File: src/rtl/dsp_nco_pkg.sv
// Shared constants for the NCO sine-table path.
package dsp_nco_pkg;

   localparam int unsigned DEF_ADDR_WIDTH  = 10;
   localparam int unsigned DEF_DATA_WIDTH  = 16;
   localparam int unsigned DEF_PHASE_WIDTH = 32;

   // Read latency of dsp_nco_rom with and without its output register.
   localparam int unsigned ROM_LAT_COMB_OUT = 1;
   localparam int unsigned ROM_LAT_REG_OUT  = 2;

   function automatic int unsigned rom_lat_for(input bit reg_out);
      return reg_out ? ROM_LAT_REG_OUT : ROM_LAT_COMB_OUT;
   endfunction

endpackage

File: src/rtl/dsp_nco_sched_fifo.sv
// Small synchronous FIFO for returned {channel, sample} pairs; count feeds the
// scheduler's credit check.
module dsp_nco_sched_fifo #(
   parameter int unsigned WIDTH = 18,
   parameter int unsigned DEPTH = 4,
   localparam int unsigned PW   = (DEPTH > 1) ? $clog2(DEPTH) : 1,
   localparam int unsigned CW   = $clog2(DEPTH + 1)
) (
   input  logic             clk,
   input  logic             rst,
   input  logic             push,
   input  logic [WIDTH-1:0] push_data,
   input  logic             pop,
   output logic [WIDTH-1:0] head,
   output logic             not_empty,
   output logic [CW-1:0]    count
);

   logic [WIDTH-1:0] mem [DEPTH];
   logic [PW-1:0]    rd_ptr;
   logic [PW-1:0]    wr_ptr;
   logic             do_push;
   logic             do_pop;

   function automatic logic [PW-1:0] next_ptr(input logic [PW-1:0] p);
      return (p == PW'(DEPTH - 1)) ? '0 : p + PW'(1);
   endfunction

   assign not_empty = (count != '0);
   assign do_pop    = pop && not_empty;
   // A full FIFO still accepts a push when the head leaves in the same cycle.
   assign do_push   = push && ((count != CW'(DEPTH)) || do_pop);
   assign head      = mem[rd_ptr];

   // Storage, pointers and occupancy.
   always_ff @(posedge clk or posedge rst) begin
      if (rst) begin
         for (int i = 0; i < int'(DEPTH); i++) mem[i] <= '0;
         rd_ptr <= '0;
         wr_ptr <= '0;
         count  <= '0;
      end else begin
         if (do_push) begin
            mem[wr_ptr] <= push_data;
            wr_ptr      <= next_ptr(wr_ptr);
         end
         if (do_pop) rd_ptr <= next_ptr(rd_ptr);
         count <= count + CW'(do_push) - CW'(do_pop);
      end
   end

endmodule

File: src/rtl/dsp_nco_rom_sched.sv
// Shares one sine ROM between N_CH phase accumulators: round-robin issue under
// a credit limit, a tag pipe matching ROM latency, and a buffered output.
module dsp_nco_rom_sched
   import dsp_nco_pkg::*;
#(
   parameter int unsigned N_CH        = 4,
   parameter int unsigned ADDR_WIDTH  = DEF_ADDR_WIDTH,
   parameter int unsigned DATA_WIDTH  = DEF_DATA_WIDTH,
   parameter int unsigned PHASE_WIDTH = DEF_PHASE_WIDTH,
   parameter int unsigned ROM_LAT     = ROM_LAT_COMB_OUT,
   parameter int unsigned FIFO_DEPTH  = 4,
   localparam int unsigned CH_W       = $clog2(N_CH)
) (
   input  logic                   clk,
   input  logic                   rst,
   input  logic                   cfg_we,
   input  logic [CH_W-1:0]        cfg_ch,
   input  logic [PHASE_WIDTH-1:0] cfg_inc,
   input  logic                   cfg_clr,
   input  logic [N_CH-1:0]        ch_en,
   output logic [ADDR_WIDTH-1:0]  rom_addr,
   input  logic [DATA_WIDTH-1:0]  rom_dout,
   output logic                   m_valid,
   input  logic                   m_ready,
   output logic [DATA_WIDTH-1:0]  m_data,
   output logic [CH_W-1:0]        m_ch,
   output logic                   busy
);

   localparam int unsigned FW = DATA_WIDTH + CH_W;
   localparam int unsigned CW = $clog2(FIFO_DEPTH + 1);

   logic [PHASE_WIDTH-1:0] phase [N_CH];
   logic [PHASE_WIDTH-1:0] inc   [N_CH];
   logic [CH_W-1:0]        rr_ptr;

   // Stage 0 lines up with rom_addr, stage ROM_LAT with valid rom_dout.
   logic [ROM_LAT:0]       tag_vld;
   logic [CH_W-1:0]        tag_ch [ROM_LAT+1];

   logic                   sel_found;
   logic [CH_W-1:0]        sel_ch;
   logic [31:0]            occupancy;
   logic                   issue;

   logic [CW-1:0]          fifo_count;
   logic                   fifo_not_empty;
   logic [FW-1:0]          fifo_head;

   // Round-robin pick: first enabled channel strictly after rr_ptr.
   always_comb begin
      logic [CH_W-1:0] cand;
      sel_found = 1'b0;
      sel_ch    = '0;
      cand      = '0;
      for (int unsigned k = 1; k <= N_CH; k++) begin
         cand = CH_W'((32'(rr_ptr) + k) % N_CH);
         if (!sel_found && ch_en[cand]) begin
            sel_found = 1'b1;
            sel_ch    = cand;
         end
      end
   end

   // Credit rule: samples in flight plus buffered never exceed the FIFO depth.
   always_comb begin
      occupancy = 32'(fifo_count) + 32'($countones(tag_vld));
      issue     = sel_found && (occupancy < 32'(FIFO_DEPTH));
   end

   // Accumulators and increments; a clear is written last so it wins.
   always_ff @(posedge clk or posedge rst) begin
      if (rst) begin
         for (int c = 0; c < int'(N_CH); c++) begin
            phase[c] <= '0;
            inc[c]   <= '0;
         end
      end else begin
         if (issue) phase[sel_ch] <= phase[sel_ch] + inc[sel_ch];
         if (cfg_we && (32'(cfg_ch) < N_CH)) begin
            inc[cfg_ch] <= cfg_inc;
            if (cfg_clr) phase[cfg_ch] <= '0;
         end
      end
   end

   // ROM address register and round-robin pointer, updated only on issue.
   always_ff @(posedge clk or posedge rst) begin
      if (rst) begin
         rom_addr <= '0;
         rr_ptr   <= CH_W'(N_CH - 1);
      end else if (issue) begin
         rom_addr <= phase[sel_ch][PHASE_WIDTH-1 -: ADDR_WIDTH];
         rr_ptr   <= sel_ch;
      end
   end

   // Tag pipe tracking which channel each ROM read belongs to.
   always_ff @(posedge clk or posedge rst) begin
      if (rst) begin
         tag_vld <= '0;
         for (int s = 0; s <= int'(ROM_LAT); s++) tag_ch[s] <= '0;
      end else begin
         tag_vld   <= {tag_vld[ROM_LAT-1:0], issue};
         tag_ch[0] <= sel_ch;
         for (int s = 1; s <= int'(ROM_LAT); s++) tag_ch[s] <= tag_ch[s-1];
      end
   end

   dsp_nco_sched_fifo #(
      .WIDTH (FW),
      .DEPTH (FIFO_DEPTH)
   ) u_fifo (
      .clk       (clk),
      .rst       (rst),
      .push      (tag_vld[ROM_LAT]),
      .push_data ({tag_ch[ROM_LAT], rom_dout}),
      .pop       (m_ready),
      .head      (fifo_head),
      .not_empty (fifo_not_empty),
      .count     (fifo_count)
   );

   assign m_valid        = fifo_not_empty;
   assign {m_ch, m_data} = fifo_head;
   assign busy           = (|tag_vld) || (fifo_count != '0);

endmodule

File: config.mk
export PLATFORM = sky130hd
export DESIGN_NAME = dsp_nco_rom_sched
export DESIGN_NICKNAME = d
export VERILOG_FILES = /design/src/rtl/dsp_nco_pkg.sv /design/src/rtl/dsp_nco_sched_fifo.sv /design/src/rtl/dsp_nco_rom_sched.sv
export SDC_FILE = /design/constraint.sdc
export NUM_CORES = 1
export LEC_CHECK = 0
export ABC_AREA = 1
export CAP_MARGIN = 20
export CORE_UTILIZATION = 35
export CTS_CLUSTER_SIZE = 25
export DETAILED_ROUTE_END_ITERATION = 10
export MAX_ROUTING_LAYER = met4
export PLACE_DENSITY_LB_ADDON = 0.08
export REMOVE_ABC_BUFFERS = 1
export SYNTH_ARGS = -nofsm -noshare
export SYNTH_HDL_FRONTEND = slang
export SYNTH_SLANG_ARGS = --single-unit
File: constraint.sdc
create_clock -name clk -period 12 [get_ports clk]
set_input_delay 2.4 -clock clk [delete_from_list [all_inputs] [get_ports clk]]
set_output_delay 2.4 -clock clk [all_outputs]
set_load 0.02 [all_outputs]
==> summary.md, run 1 <==
| Metric | Value |
|---|---|
| GPL Wtd Cong | `0.848` |
| Place WS | `4.20 ns` |
| Fin worst setup slack | `4.76 ns` |
| FP Rows | `80` |
| CP Class | `primary input to flop` |
| Core Box Area | `48100 µm²` |
| Slowest CP cell | `buf_4` |
| Resized cells post-CTS | `0` |
| Die area | `50100 µm²` |
| CP most frequent cell | `nand2_1` |
| Fraction of layout cells with a size suffix above 1 | `9.98%` |
| Synth Instances | `1957` |
| Critical Path End Type | `flop` |
| Most common cell after layout, fill and taps aside | `dfrtp_1` |
| Rel. slew slack | `35.6%` |
| Achievable clock frequency | `138 MHz` |
| # clock sinks | `353` |
| Largest area contributor in the synthesized netlist | `dfrtp_1` |
| Die Y | `224 µm` |
| Min Tclk post-route | `7.24 ns` |
| Setup Viol. Count Final | `0` |
| Commonest cells after routing, fill and taps aside | `351 x dfrtp_1, 303 x nand2_1, 302 x o21ai_0` |
| Startpoint types | `primary input` |
| Reg2Reg Depth | `29` |
| Dominant synthesized flop cell | `dfrtp_1` |
| Library cells used by synthesis | `50` |
| Final cycle utilization of the critical path | `60.3%` |
| Number of global-route vias before repair | `13900` |
| Clock-pin slew on the worst setup and hold paths | `0.05 ns` |
| Final HPWL DP | `30500 µm` |
| Diode count | `0` |
| Status | `complete, no violations` |
| WL/cell | `18.3 µm` |
| Longest Clk Path Bufs | `3` |
| Post-synth EDFFs | `0` |
| Post-synthesis register bit count | `353` |
| Register area share after synthesis | `51.3%` |
| DRC viols | `0` |
| Total Wirelength | `49500 µm` |
| CTS H-tree depth | `2` |
| Antenna violations before repair | `1` |
| Global Route Usage Sum | `20.7%` |
| First-pass GRT wire length | `79400 µm` |
| CTS root buf | `clkbuf_16` |
| Async S/R FF share, synth | `100%` |
| Final hold violations | `0` |
| CTS tree | `yes` |
| Mapped Area | `17200 µm²` |
| Max-Cap Viols | `0` |
| Total grt overflow | `0` |
| Detail Route Antenna Nets | `0` |
| Critical path arrival | `7.70 ns` |
| Crit-path max cell delay | `0.54 ns` |
| DRT iter0 DRCs | `955` |
| Starting Density | `35.8%` |
| Skew final | `0.0124 ns` |
| Type of the worst min-delay path | `flop to flop` |
| Critical path required time | `12.46 ns` |
| Post-synth top area share | `51.0%` |
| Avg Cell Area, Syn | `8.81 µm²` |
| IO buf count | `88` |
| RSZ-0062 raised after global routing | `false` |
| Syn. warnings | `0` |
| Nets@finish | `2112` |
| Worst slew pin tran | `0.967 ns` |
| Clk Latency, worst-skew pair | `0.57 ns` |
| Pins Over Slew Limit | `0` |
| Pin count of the biggest net entering global routing | `163` |
| Hold path cells | `0` |
| Via count | `13900` |
| Hold Buf Count CTS | `0` |
| Number of I/O pins | `89` |
| Total iterations of the first detailed-routing run | `5` |
| Synth top area cells | `dfrtp_1 51%, o21ai_0 8.8%, nand2_1 6.6%` |
| Area Growth Syn to Fin | `16.8%` |
| Worst Path Max Fanout | `35` |
| DR vias/cell | `5.15` |
| Die X | `224 µm` |
| Num CTS Buffers | `43` |
| Post-CTS Setup Repair Bufs | `0` |
[cells by family after synthesis]
family	Yosys count	synth area share (%)
and+or+nand+nor	609	14.2
DFF	353	51.3
xor gates and xnor gates	27	1.37
adders and majority gates	42	3.14
buffers and inverters	263	6.14
muxes	72	4.71
AOI/OAI and AO/OA	591	19.1
[sequential cells by signal, summed over array words and instances (netlist names)]
register and cells:
rr_ptr 2, tag_ch 4, phase 128, inc 128
rom_addr 10, u_fifo.count 3, u_fifo.wr_ptr 2, u_fifo.mem 72
u_fifo.rd_ptr 2, tag_vld 2
[final timing paths]
check	startpoint	to	slack (ns)
setup / recovery	ch_en[0]	phase[63]	4.76
hold / removal	tag_ch[2]	tag_ch[0]	0.36
setup reg to reg	rr_ptr[0]	phase[63]	6.29
hold reg to reg	tag_ch[2]	tag_ch[0]	0.36
max in group asynchronous	rst	inc[49]	8.09
min in group asynchronous	rst	u_fifo.mem[10]	2.41
[layout make-up]
type                            count  area (µm²)
Tap cell                          656         821
Clock inverter                     14         164
Fill cell                        4847       28000
Clock buffer                       64        1260
Multi-Input combinational cell   1341        7350
Inverter                          159         607
Timing Repair Buffer              113        1080
Sequential cell                   353        8840
[metrics by stage]
stage,setup TNS [ns],hold WS (ns),instances,cell area (µm²),utilization [%]
after floorplan,-66.19,0.331,1853,16800,-
after global placement,0,0.349,2622,18700,38.8
after detailed placement,0,0.347,2622,18700,38.8
after CTS,0,0.366,2700,20100,41.8
after global routing,0,0.369,2700,20100,41.8
final,0,0.359,2700,20100,41.8
[metal layers]
layer / vias up / part of all wire [%] / GRT usage, %
li1: 6757 / - / -
met1: 6803 / 47 / 27.7
met2: 277 / 47 / 33.1
met3: 62 / 4.1 / 2.81
met4: 0 / 1.6 / 5.28
met5: - / 0 / -
[critical path: cells and delay by family]
kind            cells  cell delay (ns)
compound gates      5             1.53
fa+ha+maj           1             0.31
buf+inv             7             1.74
simple gates       15             1.66
[cell usage after synthesis (2+ instances only)]
cell / number
nand3_1: 42
xor2_1: 19
o21ai_1: 7
inv_2: 9
or2_2: 2
nand2_2: 9
nor2_4: 2
o22ai_1: 109
nor2_2: 2
nor3_1: 3
buf_4: 2
mux2_2: 72
nand4_1: 7
nand2_1: 303
buf_1: 6
o21ai_0: 302
o2111ai_1: 3
o21bai_1: 9
xnor2_1: 8
clkbuf_1: 57
a221oi_1: 14
a22oi_1: 6
a21boi_0: 2
ha_1: 40
buf_6: 2
a21o_1: 8
a31oi_1: 24
inv_1: 148
o211ai_1: 2
fa_1: 2
a21oi_1: 96
o221ai_1: 3
dfstp_2: 2
buf_2: 36
nor2_1: 233
dfrtp_1: 351
nand2_4: 2
Power of run 1 is not shown: default switching activity piles up to over one toggle a cycle in this logic, so the estimate is an artifact.
==> inputs of run 2 (changes only) <==
- clock period: 12 -> 6 ns (I/O delays scaled with it)
==> run 2 against run 1 <==
Final cell count rose by 0.44%. Non-clock buffer count up 16. Sequential share of layout area is 0.46 points lower. Die area unchanged. Critical path depth is 4 lower. First-iteration DRC count grew 0.10%. Wire length grew 2.2%. Cell area increased by 1.1%. Sequential cell count unchanged. Count of clock-buffer cells in the layout decreased by 8. Critical path type unchanged. Largest cell class unchanged. Highest routed layer unchanged.
==> summary.md, run 2 (same netlist as run 1, synthesis figures left out) <==
| Metric | Value |
|---|---|
| Worst Path Max Fanout | `12` |
| Worst slew pin tran | `0.956 ns` |
| Placed cell area | `18900 µm²` |
| Die Y | `224 µm` |
| FP Rows | `80` |
| Nets@finish | `2127` |
| IO buf count | `88` |
| DRT iter0 DRCs | `956` |
| CP most frequent cell | `nand2_1` |
| Final core occ | `42.2%` |
| CTS root buf | `clkbuf_16` |
| CTS tree | `yes` |
| DRC viols | `0` |
| Critical Path End Type | `flop` |
| Status | `complete, no violations` |
| Global Route Usage Sum | `21.2%` |
| # clock sinks | `353` |
| Hold Buf Count CTS | `0` |
| Starting Density | `35.8%` |
| Die area | `50100 µm²` |
| Setup Viol. Count Final | `0` |
| GPL Wtd Cong | `0.881` |
| Type of the worst min-delay path | `flop to flop` |
| Antenna violations before repair | `0` |
| CP Class | `primary input to flop` |
| Crit-path max cell delay | `0.51 ns` |
| Min Tclk post-route | `5.09 ns` |
| Number of global-route vias before repair | `14000` |
| Pin count of the biggest net entering global routing | `132` |
| CTS H-tree depth | `2` |
| Post-CTS Setup Repair Bufs | `0` |
| Detail Route Antenna Nets | `0` |
| Place WS | `0.362 ns` |
| Achievable clock frequency | `196 MHz` |
| Startpoint types | `primary input` |
| Pins Over Slew Limit | `0` |
| Commonest cells after routing, fill and taps aside | `351 x dfrtp_1, 303 x nand2_1, 302 x o21ai_0` |
| Via count | `14000` |
| Area Growth Syn to Fin | `18.0%` |
| Slowest CP cell | `clkdlybuf4s50_1` |
| Diode count | `0` |
| Max-Cap Viols | `0` |
| RSZ-0062 raised after global routing | `false` |
| Clock-pin slew on the worst setup and hold paths | `0.06 ns` |
| Die X | `224 µm` |
| Skew final | `0.0239 ns` |
| CP bufs+invs | `4` |
| Fin worst setup slack | `0.911 ns` |
| Core Box Area | `48100 µm²` |
| Total iterations of the first detailed-routing run | `5` |
| Number of I/O pins | `89` |
| DR vias/cell | `5.16` |
| First-pass GRT wire length | `80900 µm` |
| Rel. slew slack | `36.3%` |
| Final HPWL DP | `31900 µm` |
| Critical path required time | `6.46 ns` |
| Total grt overflow | `0` |
| Final cycle utilization of the critical path | `84.8%` |
| Total Wirelength | `50600 µm` |
| Top delay family on crit path | `compound AO/OA/AOI/OAI gates` |
| Critical path arrival | `5.55 ns` |
| Longest Clk Path Bufs | `3` |
| Resized cells post-CTS | `0` |
| Top flop regs | `inc (128), phase (128), u_fifo.mem (72)` |
| Clk Latency, worst-skew pair | `0.58 ns` |
| WL/cell | `18.7 µm` |
| Fraction of layout cells with a size suffix above 1 | `10.7%` |
| Crit-path cells | `clkdlybuf4s50_1, nand2_1, nand3_1, nand2_1, o21ai_0, nand2_1, a21oi_4, nor2_4, inv_4, o22ai_1, a221oi_1, ha_1, a21oi_1, nand2_1, a21oi_1, o21ai_0, nand3_1, nand2_1, a31oi_1, inv_1, nand3_1, nand3_1, nand2_1, inv_1` |
| Final hold violations | `0` |
| Post-route cell area | `20300 µm²` |
| Most common cell after layout, fill and taps aside | `dfrtp_1` |
| Num CTS Buffers | `42` |
## run 2: cell type report
cell class / instances / area, µm²
Timing Repair Buffer: 129 / 1260
Inverter: 159 / 607
Fill cell: 4831 / 27800
Tap cell: 656 / 821
Multi-Input combinational cell: 1341 / 7350
Sequential cell: 353 / 8840
Clock inverter: 18 / 287
Clock buffer: 56 / 1170
## run 2: worst paths after layout
check / from / end / slack, ns / depth (start not counted)
max: ch_en[1] / phase[63] / 0.91 / 24
min: tag_ch[3] / tag_ch[1] / 0.35 / 0
max reg2reg: rr_ptr[0] / phase[63] / 1.27 / 25
min reg2reg: tag_ch[3] / tag_ch[1] / 0.35 / 0
max in group asynchronous: rst / inc[109] / 3.66 / 3
min in group asynchronous: rst / u_fifo.mem[12] / 1.25 / 2
## run 2: per-layer routing
| metal | global-route usage [%] | routed length (µm) | vias up |
|---|---|---|---|
| met5 | - | 0 | - |
| met4 | 4.77 | 869 | 0 |
| met3 | 3.27 | 2220 | 64 |
| met2 | 33.4 | 23400 | 297 |
| met1 | 28.6 | 24100 | 6836 |
| li1 | - | - | 6787 |
## run 2: worst reg2reg max path: stages (launching register included)
cell and delay (ns):
dfstp_2 0.63, inv_2 0.14, nand2_1 0.12, nand2_1 0.06, nand2_1 0.07, nand2_1 0.08
nor2_4 0.14, nand3_2 0.12, nand2_2 0.16, nand2_4 0.11, nand2_4 0.26, inv_2 0.08
buf_4 0.19, a22oi_1 0.15, o221ai_1 0.28, ha_1 0.44, a21o_1 0.21, o21bai_1 0.23
o21ai_0 0.20, o211ai_1 0.11, a31oi_1 0.37, inv_1 0.09, nand3_1 0.16, nand3_1 0.10
nand2_1 0.09, inv_1 0.04
## run 2: through the flow
stage / cells / setup TNS (ns) / hold slack [ns]
after floorplan: 1853 / -1755.33 / 0.331
after CTS: 2712 / 0 / 0.347
after detailed placement: 2638 / 0 / 0.336
after global routing: 2712 / 0 / 0.352
final: 2712 / 0 / 0.347
after global placement: 2638 / 0 / 0.337
Power of run 2 is left out for the same reason.
==> inputs of run 3 (changes only) <==
- clock period: 6 -> 4.2 ns (I/O delays scaled with it)
==> run 3 against run 2 <==
Clock skew shrank 0.0061 ns. Utilization increased by 6.8 points. Count of clock-buffer cells in the layout unchanged. Non-clock buffer count up 215. Wire length increased by 8.0%. Highest routed layer unchanged.
==> summary.md, run 3 (same netlist as run 1, synthesis figures left out) <==
| Metric | Value |
|---|---|
| CTS root buf | `clkbuf_16` |
| Rel. slew slack | `39.0%` |
| Non-filler cells, final | `2929` |
| Number of I/O pins | `89` |
| Total Wirelength | `54600 µm` |
| First-pass GRT wire length | `83900 µm` |
| WL/cell | `18.6 µm` |
| Antenna violations before repair | `0` |
| DRC viols | `0` |
| Place WS | `-0.833 ns` |
| Final cycle utilization of the critical path | `99.0%` |
| Number of global-route vias before repair | `14500` |
| CTS H-tree depth | `2` |
| Num CTS Buffers | `42` |
| Final hold violations | `0` |
| Crit-path max cell delay | `0.60 ns` |
| CP most frequent cell | `buf_6` |
| Post-route cell area | `23600 µm²` |
| Core Box Area | `48100 µm²` |
| Critical path required time | `4.63 ns` |
| Min Tclk post-route | `4.16 ns` |
| # clock sinks | `353` |
| RSZ-0062 raised after global routing | `true` |
| Pin count of the biggest net entering global routing | `78` |
| Type of the worst min-delay path | `flop to flop` |
| Clock-pin slew on the worst setup and hold paths | `0.06 ns` |
| Starting Density | `35.8%` |
| Slowest CP cell | `dfstp_2` |
| Top flop regs | `inc (128), phase (128), u_fifo.mem (72)` |
| Area taken by multi-input logic gates | `8700 µm²` |
| Register area | `8840 µm²` |
| Commonest cells after routing, fill and taps aside | `351 x dfrtp_1, 290 x o21ai_0, 260 x nand2_1` |
| Longest Clk Path Bufs | `3` |
| Number of fill cells | `4563` |
| Worst Path Max Fanout | `6` |
| Area Growth Syn to Fin | `37.1%` |
| Status | `complete, no violations` |
| Via count | `15000` |
| CTS tree | `yes` |
| Total grt overflow | `0` |
| Critical Path End Type | `flop` |
| Worst slew pin tran | `0.914 ns` |
| Critical path arrival | `4.59 ns` |
| Max-Cap Viols | `0` |
| Total iterations of the first detailed-routing run | `5` |
| DRT iter0 DRCs | `904` |
| Pins Over Slew Limit | `0` |
| DR vias/cell | `5.12` |
| Placed cell area | `20200 µm²` |
| Detail Route Antenna Nets | `0` |
| Startpoint types | `flop` |
| Setup Viol. Count Final | `0` |
| Clk Latency, worst-skew pair | `0.57 ns` |
| Achievable clock frequency | `240 MHz` |
| FP Rows | `80` |
| Most common cell after layout, fill and taps aside | `dfrtp_1` |
| Final HPWL DP | `34600 µm` |
| Diode count | `0` |
| Nets@finish | `2342` |
| Global Route Usage Sum | `22.0%` |
| Fraction of layout cells with a size suffix above 1 | `29.5%` |
| GPL Wtd Cong | `0.878` |
| Placed insts | `2806` |
| Fin worst setup slack | `0.0416 ns` |
| Skew final | `0.0178 ns` |
| Die area | `50100 µm²` |
| CP Class | `flop to flop` |
| Die X | `224 µm` |
| Die Y | `224 µm` |
| IO buf count | `88` |
## run 3: what timing repair did
item / in CTS / in global routing
gates cloned: 0 / 3
pin swaps: 14 / 76
endpoints found under the setup margin: 82 / 100
hold buffers: 0 / 0
gates resized for setup: 50 / 294
buffers inserted: 9 / 37
## run 3: final cells by class
class                   count  area share [%]
repair buffers            344            13.7
clock inverters            20           0.900
multi-input cells        1341            36.8
well taps                 656            3.47
inverters                 159            2.61
flip-flops and latches    353            37.4
clock buffers              56            5.10
## run 3: through the flow
stage	hold slack, ns	util, %	setup TNS, ns
CTS	0.348	45.6	0
finish	0.347	49.1	0
global placement	0.332	42.0	-66.50
floorplan	0.331	-	-2284.33
detailed placement	0.335	42.0	-67.84
global route	0.373	49.1	-6.27
## run 3: path summary, 6_finish.rpt
path / start / end / slack, ns / depth (start not counted)
setup / recovery: rr_ptr[0] / phase[17] / 0.04 / 28
min in group asynchronous: rst / u_fifo.mem[62] / 0.73 / 2
hold reg to reg: tag_ch[2] / tag_ch[0] / 0.35 / 0
hold / removal: tag_ch[2] / tag_ch[0] / 0.35 / 0
setup reg to reg: rr_ptr[0] / phase[17] / 0.04 / 28
max in group asynchronous: rst / rr_ptr[1] / 2.61 / 3
## run 3: worst max-delay path: cells and delay by family (launching register included)
| kind | cells | cell delay (ns) |
|---|---|---|
| AOI/OAI and AO/OA | 9 | 1.31 |
| adders and majority gates | 1 | 0.29 |
| DFF | 1 | 0.60 |
| and+or+nand+nor | 8 | 0.56 |
| xor gates and xnor gates | 1 | 0.15 |
| buffers and inverters | 9 | 1.09 |
## run 3: metal layers
layer  wire length, µm  global-route usage [%]  vias up  part of all wire (%)
met5                 0                       -        -                     0
met4              1020                    5.48        0                   1.9
met3              2310                    2.53       60                   4.2
met2             25600                    34.3      309                    47
met1             25700                    30.5     7386                    47
li1                  -                       -     7233                     -
Power of run 3 is left out for the same reason.
